[config.mk]
export PLATFORM = sky130hd
export DESIGN_NAME = alu_issue
export DESIGN_NICKNAME = d
export VERILOG_FILES = /design/src/rtl/risc16_pkg.sv /design/src/rtl/fwd_mux.sv /design/src/rtl/alu_issue.sv
export SDC_FILE = /design/constraint.sdc
export NUM_CORES = 1
export LEC_CHECK = 0
export CORE_UTILIZATION = 37
export DETAILED_ROUTE_END_ITERATION = 16
export GPL_ROUTABILITY_DRIVEN = 0
export GPL_TIMING_DRIVEN = 0
export PLACE_DENSITY = 0.77
export SLEW_MARGIN = 0
export SYNTH_ARGS = -nofsm -noshare
export SYNTH_HDL_FRONTEND = slang
export SYNTH_SLANG_ARGS = --single-unit
[constraint.sdc]
create_clock -name i_clk -period 3.1 [get_ports i_clk]
set_input_delay 0.62 -clock i_clk [delete_from_list [all_inputs] [get_ports i_clk]]
set_output_delay 0.62 -clock i_clk [all_outputs]
set_load 0.01 [all_outputs]
[src/rtl/risc16_pkg.sv]
// Shared RiSC-16 constants: datapath defaults, opcode encodings and the issue FSM states.
package risc16_pkg;

  localparam int unsigned WordLenDefault = 16;
  localparam int unsigned RegAddrDefault = 3;

  localparam logic [2:0] OpcAdd  = 3'd0;
  localparam logic [2:0] OpcAddi = 3'd1;
  localparam logic [2:0] OpcNand = 3'd2;
  localparam logic [2:0] OpcLui  = 3'd3;
  localparam logic [2:0] OpcSw   = 3'd4;
  localparam logic [2:0] OpcLw   = 3'd5;
  localparam logic [2:0] OpcBeq  = 3'd6;
  localparam logic [2:0] OpcJalr = 3'd7;

  typedef enum logic [0:0] {
    StRun    = 1'b0,
    StBubble = 1'b1
  } issue_state_e;

endpackage

[src/rtl/fwd_mux.sv]
// Operand forwarding select: r0 reads zero, then EX/MEM, then MEM/WB, then the regfile.
module fwd_mux #(
  parameter int unsigned p_WORD_LEN = 16,
  parameter int unsigned p_REG_ADDR = 3
) (
  input  logic [p_REG_ADDR-1:0] i_addr,
  input  logic [p_WORD_LEN-1:0] i_regval,
  input  logic                  i_fwd1_valid,
  input  logic [p_REG_ADDR-1:0] i_fwd1_addr,
  input  logic [p_WORD_LEN-1:0] i_fwd1_data,
  input  logic                  i_fwd2_valid,
  input  logic [p_REG_ADDR-1:0] i_fwd2_addr,
  input  logic [p_WORD_LEN-1:0] i_fwd2_data,
  output logic [p_WORD_LEN-1:0] o_value
);

  // Younger writer (fwd1) wins over older writer (fwd2).
  always_comb begin
    o_value = i_regval;
    if (i_addr == '0) begin
      o_value = '0;
    end else if (i_fwd1_valid && (i_fwd1_addr == i_addr)) begin
      o_value = i_fwd1_data;
    end else if (i_fwd2_valid && (i_fwd2_addr == i_addr)) begin
      o_value = i_fwd2_data;
    end
  end

endmodule

[src/rtl/alu_issue.sv]
// Execute-stage front end: operand forwarding, ALU drive, EX/MEM slot and branch redirect.
module alu_issue
  import risc16_pkg::*;
#(
  parameter int unsigned p_WORD_LEN = WordLenDefault,
  parameter int unsigned p_REG_ADDR = RegAddrDefault
) (
  input  logic                  i_clk,
  input  logic                  i_rst,
  input  logic                  i_id_valid,
  output logic                  o_id_ready,
  input  logic [2:0]            i_id_opc,
  input  logic [p_REG_ADDR-1:0] i_id_rega_addr,
  input  logic [p_REG_ADDR-1:0] i_id_regb_addr,
  input  logic [p_WORD_LEN-1:0] i_id_rega,
  input  logic [p_WORD_LEN-1:0] i_id_regb,
  input  logic [p_WORD_LEN-1:0] i_id_imm,
  input  logic [p_REG_ADDR-1:0] i_id_tgt,
  input  logic [p_WORD_LEN-1:0] i_id_pc,
  input  logic                  i_fwd1_valid,
  input  logic [p_REG_ADDR-1:0] i_fwd1_addr,
  input  logic [p_WORD_LEN-1:0] i_fwd1_data,
  input  logic                  i_fwd1_is_load,
  input  logic                  i_fwd2_valid,
  input  logic [p_REG_ADDR-1:0] i_fwd2_addr,
  input  logic [p_WORD_LEN-1:0] i_fwd2_data,
  output logic                  o_alu_op,
  output logic [p_WORD_LEN-1:0] o_alu_ina,
  output logic [p_WORD_LEN-1:0] o_alu_inb,
  input  logic [p_WORD_LEN-1:0] i_alu_out,
  input  logic                  i_alu_eq,
  output logic                  o_ex_valid,
  input  logic                  i_ex_ready,
  output logic [2:0]            o_ex_opc,
  output logic [p_REG_ADDR-1:0] o_ex_tgt,
  output logic [p_WORD_LEN-1:0] o_ex_result,
  output logic [p_WORD_LEN-1:0] o_ex_store_data,
  output logic                  o_redirect,
  output logic [p_WORD_LEN-1:0] o_redirect_pc,
  input  logic                  i_flush
);

  issue_state_e          state_q;
  logic                  ex_valid_q;
  logic [2:0]            ex_opc_q;
  logic [p_REG_ADDR-1:0] ex_tgt_q;
  logic [p_WORD_LEN-1:0] ex_result_q;
  logic [p_WORD_LEN-1:0] ex_store_q;
  logic                  redirect_q;
  logic [p_WORD_LEN-1:0] redirect_pc_q;

  logic [p_WORD_LEN-1:0] opnd_a;
  logic [p_WORD_LEN-1:0] opnd_b;
  logic                  use_a;
  logic                  use_b;
  logic                  hazard;
  logic                  slot_free;
  logic                  transfer;
  logic                  taken;
  logic [p_WORD_LEN-1:0] target;
  logic [p_WORD_LEN-1:0] pc_inc;
  logic [p_WORD_LEN-1:0] result;

  fwd_mux #(.p_WORD_LEN(p_WORD_LEN), .p_REG_ADDR(p_REG_ADDR)) u_fwd_a (
    .i_addr      (i_id_rega_addr),
    .i_regval    (i_id_rega),
    .i_fwd1_valid(i_fwd1_valid),
    .i_fwd1_addr (i_fwd1_addr),
    .i_fwd1_data (i_fwd1_data),
    .i_fwd2_valid(i_fwd2_valid),
    .i_fwd2_addr (i_fwd2_addr),
    .i_fwd2_data (i_fwd2_data),
    .o_value     (opnd_a)
  );

  fwd_mux #(.p_WORD_LEN(p_WORD_LEN), .p_REG_ADDR(p_REG_ADDR)) u_fwd_b (
    .i_addr      (i_id_regb_addr),
    .i_regval    (i_id_regb),
    .i_fwd1_valid(i_fwd1_valid),
    .i_fwd1_addr (i_fwd1_addr),
    .i_fwd1_data (i_fwd1_data),
    .i_fwd2_valid(i_fwd2_valid),
    .i_fwd2_addr (i_fwd2_addr),
    .i_fwd2_data (i_fwd2_data),
    .o_value     (opnd_b)
  );

  // Decode which operands are read and how they map onto the ALU ports.
  always_comb begin
    use_a     = 1'b0;
    use_b     = 1'b0;
    o_alu_op  = 1'b0;
    o_alu_ina = '0;
    o_alu_inb = '0;
    unique case (i_id_opc)
      OpcAdd, OpcBeq: begin
        use_a = 1'b1; use_b = 1'b1; o_alu_ina = opnd_a; o_alu_inb = opnd_b;
      end
      OpcNand: begin
        use_a = 1'b1; use_b = 1'b1; o_alu_op = 1'b1; o_alu_ina = opnd_a; o_alu_inb = opnd_b;
      end
      OpcAddi, OpcLw: begin
        use_b = 1'b1; o_alu_ina = opnd_b; o_alu_inb = i_id_imm;
      end
      // SW reads regA as store data in addition to the regB address base.
      OpcSw: begin
        use_a = 1'b1; use_b = 1'b1; o_alu_ina = opnd_b; o_alu_inb = i_id_imm;
      end
      OpcLui: begin
        o_alu_inb = i_id_imm;
      end
      OpcJalr: begin
        use_b = 1'b1;
      end
      default: ;
    endcase
  end

  // Handshake, load-use detection and result/redirect selection.
  always_comb begin
    hazard = (state_q == StRun) && i_id_valid && i_fwd1_valid && i_fwd1_is_load &&
             (i_fwd1_addr != '0) &&
             ((use_a && (i_id_rega_addr == i_fwd1_addr)) ||
              (use_b && (i_id_regb_addr == i_fwd1_addr)));
    slot_free  = !ex_valid_q || i_ex_ready;
    o_id_ready = (state_q == StRun) && !hazard && slot_free;
    transfer   = i_id_valid && o_id_ready;
    pc_inc     = i_id_pc + p_WORD_LEN'(1);
    result     = (i_id_opc == OpcJalr) ? pc_inc : i_alu_out;
    taken      = (i_id_opc == OpcJalr) || ((i_id_opc == OpcBeq) && i_alu_eq);
    target     = (i_id_opc == OpcJalr) ? opnd_b : (pc_inc + i_id_imm);
  end

  // Issue FSM, EX/MEM slot and one-cycle redirect pulse.
  always_ff @(posedge i_clk) begin
    if (i_rst) begin
      state_q       <= StRun;
      ex_valid_q    <= 1'b0;
      ex_opc_q      <= '0;
      ex_tgt_q      <= '0;
      ex_result_q   <= '0;
      ex_store_q    <= '0;
      redirect_q    <= 1'b0;
      redirect_pc_q <= '0;
    end else if (i_flush) begin
      state_q    <= StRun;
      ex_valid_q <= 1'b0;
      redirect_q <= 1'b0;
    end else begin
      redirect_q <= transfer && taken;
      if (transfer && taken) begin
        redirect_pc_q <= target;
      end
      unique case (state_q)
        StRun:    if (hazard && slot_free) state_q <= StBubble;
        StBubble: state_q <= StRun;
        default:  state_q <= StRun;
      endcase
      // A free slot takes the accepted instruction, or a bubble when nothing transfers.
      if (slot_free) begin
        ex_valid_q <= transfer;
        if (transfer) begin
          ex_opc_q    <= i_id_opc;
          ex_tgt_q    <= i_id_tgt;
          ex_result_q <= result;
          ex_store_q  <= opnd_a;
        end
      end
    end
  end

  assign o_ex_valid      = ex_valid_q;
  assign o_ex_opc        = ex_opc_q;
  assign o_ex_tgt        = ex_tgt_q;
  assign o_ex_result     = ex_result_q;
  assign o_ex_store_data = ex_store_q;
  assign o_redirect      = redirect_q;
  assign o_redirect_pc   = redirect_pc_q;

endmodule
# ---- After elaboration in Yosys (flattened, before gate mapping)
# Cells that the tools add are included.
dict set report word_totals {
  input_bits 139
  ff_bits 57
}
dict set report classes {
  bitwise_logic 2
  muxes 15
  n_reduce_logical 34
  n_addsub 2
  eq_ne 13
}
# op count
set ops {}
lappend ops {{$mux 16} 8}
lappend ops {{$pmux 16 s2} 2}
lappend ops {{$eq 3x3->1} 6}
lappend ops {{$logic_and 1x1->1} 17}
lappend ops {{$add 16x1->16 const B} 1}
lappend ops {{$add 16x16->16} 1}
lappend ops {{$eq 3x3->1 const B} 4}
lappend ops {{$logic_not 3->1} 3}
lappend ops {{$reduce_or 4->1} 2}
lappend ops {{$reduce_or 7->1} 1}
lappend ops {{$eq 3x2->1 const B} 2}
lappend ops {{$reduce_or 3->1} 2}
lappend ops {{$mux 1} 4}
lappend ops {{$eq 3x1->1 const B} 1}
lappend ops {{$logic_or 1x1->1} 3}
lappend ops {{$reduce_and 3->1} 1}
lappend ops {{$reduce_bool 3->1} 1}
lappend ops {{$logic_not 1->1} 2}
lappend ops {{$not 1->1} 2}
lappend ops {{$pmux 1 s2} 1}
lappend ops {{$reduce_and 2->1} 1}
lappend ops {{$reduce_or 2->1} 1}

# ---- Logic depth before layout (Yosys ltp)
dict set report depth {
  ltp_word 12
  depth_mapped 13
}

# ---- Hierarchy
# From an unflattened synthesis, not the netlist that was laid out.
dict set report unflattened {
  hier_cells 604
  area_unflattened_um2 4720.8
}
# module instances area_each_um2 cells_each
set by_module_without_submodules {}
lappend by_module_without_submodules {alu_issue 1 3854.9 480}
lappend by_module_without_submodules {fwd_mux 2 432.9 62}

# ---- Least setup slack after synthesis
# OpenSTA, ideal clock, no wires.
dict set report synth_timing {
  path_type {input to register}
  start {input port i_id_pc[0]}
  end {register redirect_pc_q[12], in the netlist o_redirect_pc[12]}
  t_arrival_ps 2929
  stages 12
  setup_slack_ps 80
  n_path_buf 0
  t_required_ps 3009
  path_cell_list {ha_1 -> nand3_1 -> nor2_1 -> nand3_1 -> xnor2_1 -> ha_1 -> and2_1 -> a22o_1 -> or3b_2 -> xor2_1 -> nand2_1 -> a311oi_1}
}
dict set report synth_via {
  elab_chain_cells 3
}
# item line_no
set synth_lines {}
lappend synth_lines {{from (decl)} alu_issue.sv:19} ;# input logic [p_WORD_LEN-1:0] i_id_pc,
lappend synth_lines {{$add 16x1->16} alu_issue.sv:128} ;# pc_inc = i_id_pc + p_WORD_LEN'(1);
lappend synth_lines {{$add 16x16->16} alu_issue.sv:131} ;# target = (i_id_opc == OpcJalr) ? opnd_b : (pc_inc + i_id_imm);
lappend synth_lines {{$mux 16} alu_issue.sv:131}
lappend synth_lines {{to (signal assigned)} alu_issue.sv:152} ;# redirect_pc_q <= target;
lappend synth_lines {{to (decl)} alu_issue.sv:50} ;# logic [p_WORD_LEN-1:0] redirect_pc_q;
# No other way between the ends.
# A chain may end at the register's enable or synchronous reset.

# ---- Worst setup path after layout
dict set report layout_timing {
  start {input port i_id_rega_addr[0]}
  end {output port o_alu_ina[12]}
}
dict set report layout_via {
  elab_chain_cells 6
  word_cells_on_any_way 9
  classes_between {eq/ne: 2; mux: 4; reduce/logical: 3}
}
# item line_no
set layout_lines {}
lappend layout_lines {{from (decl)} alu_issue.sv:13} ;# input logic [p_REG_ADDR-1:0] i_id_rega_addr,
lappend layout_lines {{$eq 3x3->1} fwd_mux.sv:24} ;# end else if (i_fwd2_valid && (i_fwd2_addr == i_addr)) begin
lappend layout_lines {{$logic_and 1x1->1} fwd_mux.sv:24}
lappend layout_lines {{$mux 16} fwd_mux.sv:24}
lappend layout_lines {{$mux 16} fwd_mux.sv:22} ;# end else if (i_fwd1_valid && (i_fwd1_addr == i_addr)) begin
lappend layout_lines {{$mux 16 *} fwd_mux.sv:20} ;# if (i_addr == '0) begin
lappend layout_lines {{$pmux 16 s2 *} alu_issue.sv:95} ;# unique case (i_id_opc)
lappend layout_lines {{to (decl)} alu_issue.sv:28} ;# output logic [p_WORD_LEN-1:0] o_alu_ina,
# Every way passes the cells marked *; elsewhere a longest branch is shown, timed or not.

==> flow_metrics.env <==
export IMPL_status="finished, violations left"
export IMPL_violations="setup timing"
export IMPL_relSlewSlack_pct=46.8
export IMPL_fin_setup_tns_ps=-1460
export IMPL_crit_type="in -> out"
export IMPL_area_growth_pct=87.9
export IMPL_synth_top_cells_by_area="dfxtp_1 25%, mux2i_1 7.9%, nor2_1 7.4%, a211oi_1 7.1%, nand2_1 6.9%"
export IMPL_multi_input_area_um2=4070
export IMPL_setup_violations_final=15
export IMPL_slew_viol_final=0
export IMPL_ioPinCount=229
export IMPL_ys_seq_area_share_pct=25.1
export IMPL_layout_drive_gt1_share_pct=26.7
export IMPL_place_inst=977
export IMPL_hold_viol_final=0
export IMPL_num_rows=40
export IMPL_period_needed_ps=3270
export IMPL_cp_max_fo=5
export IMPL_use_met1_pct=42.0
export IMPL_fin_hold_ws_ps=454
export IMPL_swShare_pct=34.3
export IMPL_postPlaceCellArea_um2=7000
export IMPL_critPathSlowestCell="xnor2_1"
export IMPL_cp_slowest_stage_delay_ps=330
export IMPL_ys_flop_type="dfxtp_1"
export IMPL_seq_area_um2=1140
export IMPL_hold_class="reg -> reg"
export IMPL_cts_sinks=57
export IMPL_synth_common_cells="90 x nor2_1, 83 x nand2_1, 57 x dfxtp_1"
export IMPL_switching_power_mw=1.07
export IMPL_synth_top_area_share_pct=25.1
export IMPL_yosysTopAreaCell="dfxtp_1"
export IMPL_grt_busiest_layer="met2"
export IMPL_netlist_instances=603
export IMPL_post_place_ws_ps=-1240
export IMPL_path_cells="dlygate4sd2_1, xnor2_1, nand4_1, buf_4, buf_4, mux2i_1, a211oi_2, a22o_1, dlygate4sd2_1"
export IMPL_synth_nets=763
export IMPL_ant_nets=0
export IMPL_finalInstanceArea_um2=8530
export IMPL_h_tree_depth=3
export IMPL_seq_power_share_pct=25.3
export IMPL_fp_dieW_um=113
export IMPL_cts_buffer_depth=2
export IMPL_skew_ps=10.4
export IMPL_finalWorstSetupSlack_ps=-173
export IMPL_use_met3_pct=7.39
export IMPL_synth_edf_count=0
export IMPL_grt_usage_pct=34.5
export IMPL_via_per_inst=6.25
export IMPL_critPathCaptureType="output port"
export IMPL_power_mw=3.11
export IMPL_dpl_hpwl_mm=15.8
export IMPL_met2_usage_pct=57.7
export IMPL_pwr_share_comb_pct=41.7
export IMPL_grt_pass1_vias=6312
export IMPL_path_clk_slew_ps=50
export IMPL_grt_pass1_wl_mm=33.8
export IMPL_fin_nets=1062
export IMPL_drt_wl_total_mm=23.8
export IMPL_p_int_mw=2.04
export IMPL_core_area_um2=12000
export IMPL_clock_latency_ps=340
export IMPL_initial_core_util_pct=37.8
export IMPL_fin_crit_sh_pct=106
export IMPL_drv_cap=0
export IMPL_n_fill_cell=879
export IMPL_finalCoreUtilization_pct=71.0
export IMPL_synth_seq_cells=57
export IMPL_p_leak_nw=3.48
export IMPL_worstPathRequired_ps=2480
export IMPL_worst_ir_drop_vdd_mv=0.270
export IMPL_cts_buffers=9
export IMPL_critPathLaunchType="primary input"
export IMPL_yosys_cell_count_top_type="nor2_1"
export IMPL_root_buffer="clkbuf_16"
export IMPL_yosysUniqueCellTypes=47
export IMPL_via_count=6586
export IMPL_drc=0
export IMPL_fmax_ghz=0.306
export IMPL_rsz0062_at_grt="yes"
export IMPL_ys_warn_count=0
export IMPL_synthesis_area_um2=4540
export IMPL_wl_per_cell_um=22.5
export IMPL_drtIter0Drc=568
export IMPL_crit_buf_inv=4
export IMPL_grt_max_degree=13
export IMPL_tightest_slew_ps=791
export IMPL_die_y_um=113
export IMPL_dieArea_um2=12700
export IMPL_antenna_found_initial=0
export IMPL_cellPowerDensity_nw_per_um2=364
export IMPL_avgSynthCellArea_um2=7.53
export IMPL_worstPathArrival_ps=2650
export IMPL_fin_cells=1054
export IMPL_grt_remaining_overflow=0
export IMPL_cts_tree="built"
export IMPL_dr_pass1_iters=6
export IMPL_io_buffers=227
export IMPL_diodes=0
export IMPL_clkPwrFrac_pct=33.0
export IMPL_crit_family="buffers and inverters"
export IMPL_async_flop_share_pct=0
[worst reg2reg max path, stage by stage, from the launching register on]
cell and delay [ps]:
dfxtp_1 300, nand2b_1 90, nand2b_1 150, or4_1 540, nor2_1 260, buf_1 440
clkbuf_2 340, a211oi_1 130
[cell type report]
| type | instances | share of cell area, % |
|---|---|---|
| inverter | 6 | 0.264 |
| sequential | 57 | 13.4 |
| buffer | 37 | 2.84 |
| clock inverter | 7 | 0.924 |
| clock buffer | 9 | 2.64 |
| multi-input combinational | 503 | 47.7 |
| timing repair buffer | 288 | 30.1 |
| tap | 147 | 2.16 |
[flip-flops by register name, indices dropped and copies added (netlist names)]
register and count:
o_ex_opc 3, o_ex_result 16, o_ex_store_data 16, o_ex_tgt 3, o_ex_valid 1, o_redirect 1
o_redirect_pc 16, state_q 1
[metal layers]
metal  routed length [µm]  vias up
met4                 1630        0
met3                 2340      154
li1                     -     2789
met1                 8730     3081
met5                    0        -
met2                11100      562
[cell families (layout without fill, tap and decap cells)]
| group | Yosys count | count (layout) | synth area share (%) |
|---|---|---|---|
| flip-flops | 57 | 57 | 25.1 |
| buffers and inverters | 43 | 347 | 3.83 |
| AO/OA/AOI/OAI | 169 | 169 | 26.0 |
| AND/OR/NAND/NOR | 238 | 238 | 23.5 |
| multiplexers | 38 | 38 | 8.43 |
| adder cells (fa/ha/maj) | 21 | 21 | 5.95 |
| XOR/XNOR | 37 | 37 | 7.14 |
[repair_timing]
| item | in CTS | in global routing |
|---|---|---|
| hold buffers | 0 | 0 |
| pin swaps | 50 | 40 |
| endpoints found under the setup margin | 43 | 47 |
| setup buffers | 41 | 17 |
| hold endpoints to repair | 0 | 0 |
| resized for setup | 236 | 109 |
| cloned | 3 | 0 |
[cells in the final DEF (no fill, tap or decap), drive strengths merged, types with 8 or more instances in the layout]
master	Yosys	final
a211oi	43	43
nand3	13	13
a311oi	8	8
or3	11	11
clkbuf	33	60
a21oi	55	55
buf	4	80
a22o	33	33
nand2	83	83
dfxtp	57	57
nor2	90	90
nand4	10	10
xnor2	30	30
nor3	9	9
mux2i	36	36
o21ai	8	8
ha	20	20
dlygate4sd2	0	17
clkdlybuf4s50	0	167
o211ai	8	8
[power groups by stage]
| stage | combinational, mW | clock (mW) | sequential, mW |
|---|---|---|---|
| floorplan | 0.475 | 0 | 0.815 |
| global placement | 0.989 | 0 | 0.800 |
| detailed placement | 1.01 | 0 | 0.802 |
| CTS | 1.18 | 1.01 | 0.786 |
| global route | 1.35 | 1.05 | 0.790 |
| finish | 1.29 | 1.02 | 0.787 |
[final timing paths]
path,cells after the start,endpoint,startpoint,slack (ps)
setup / recovery,9,o_alu_ina[12],i_id_rega_addr[0],-170
hold / removal,2,o_ex_result[14],o_ex_result[14],450
setup reg to reg,7,o_redirect_pc[6],o_ex_valid,680
hold reg to reg,2,o_ex_result[14],o_ex_result[14],450
(Power assumes the default switching activity.)
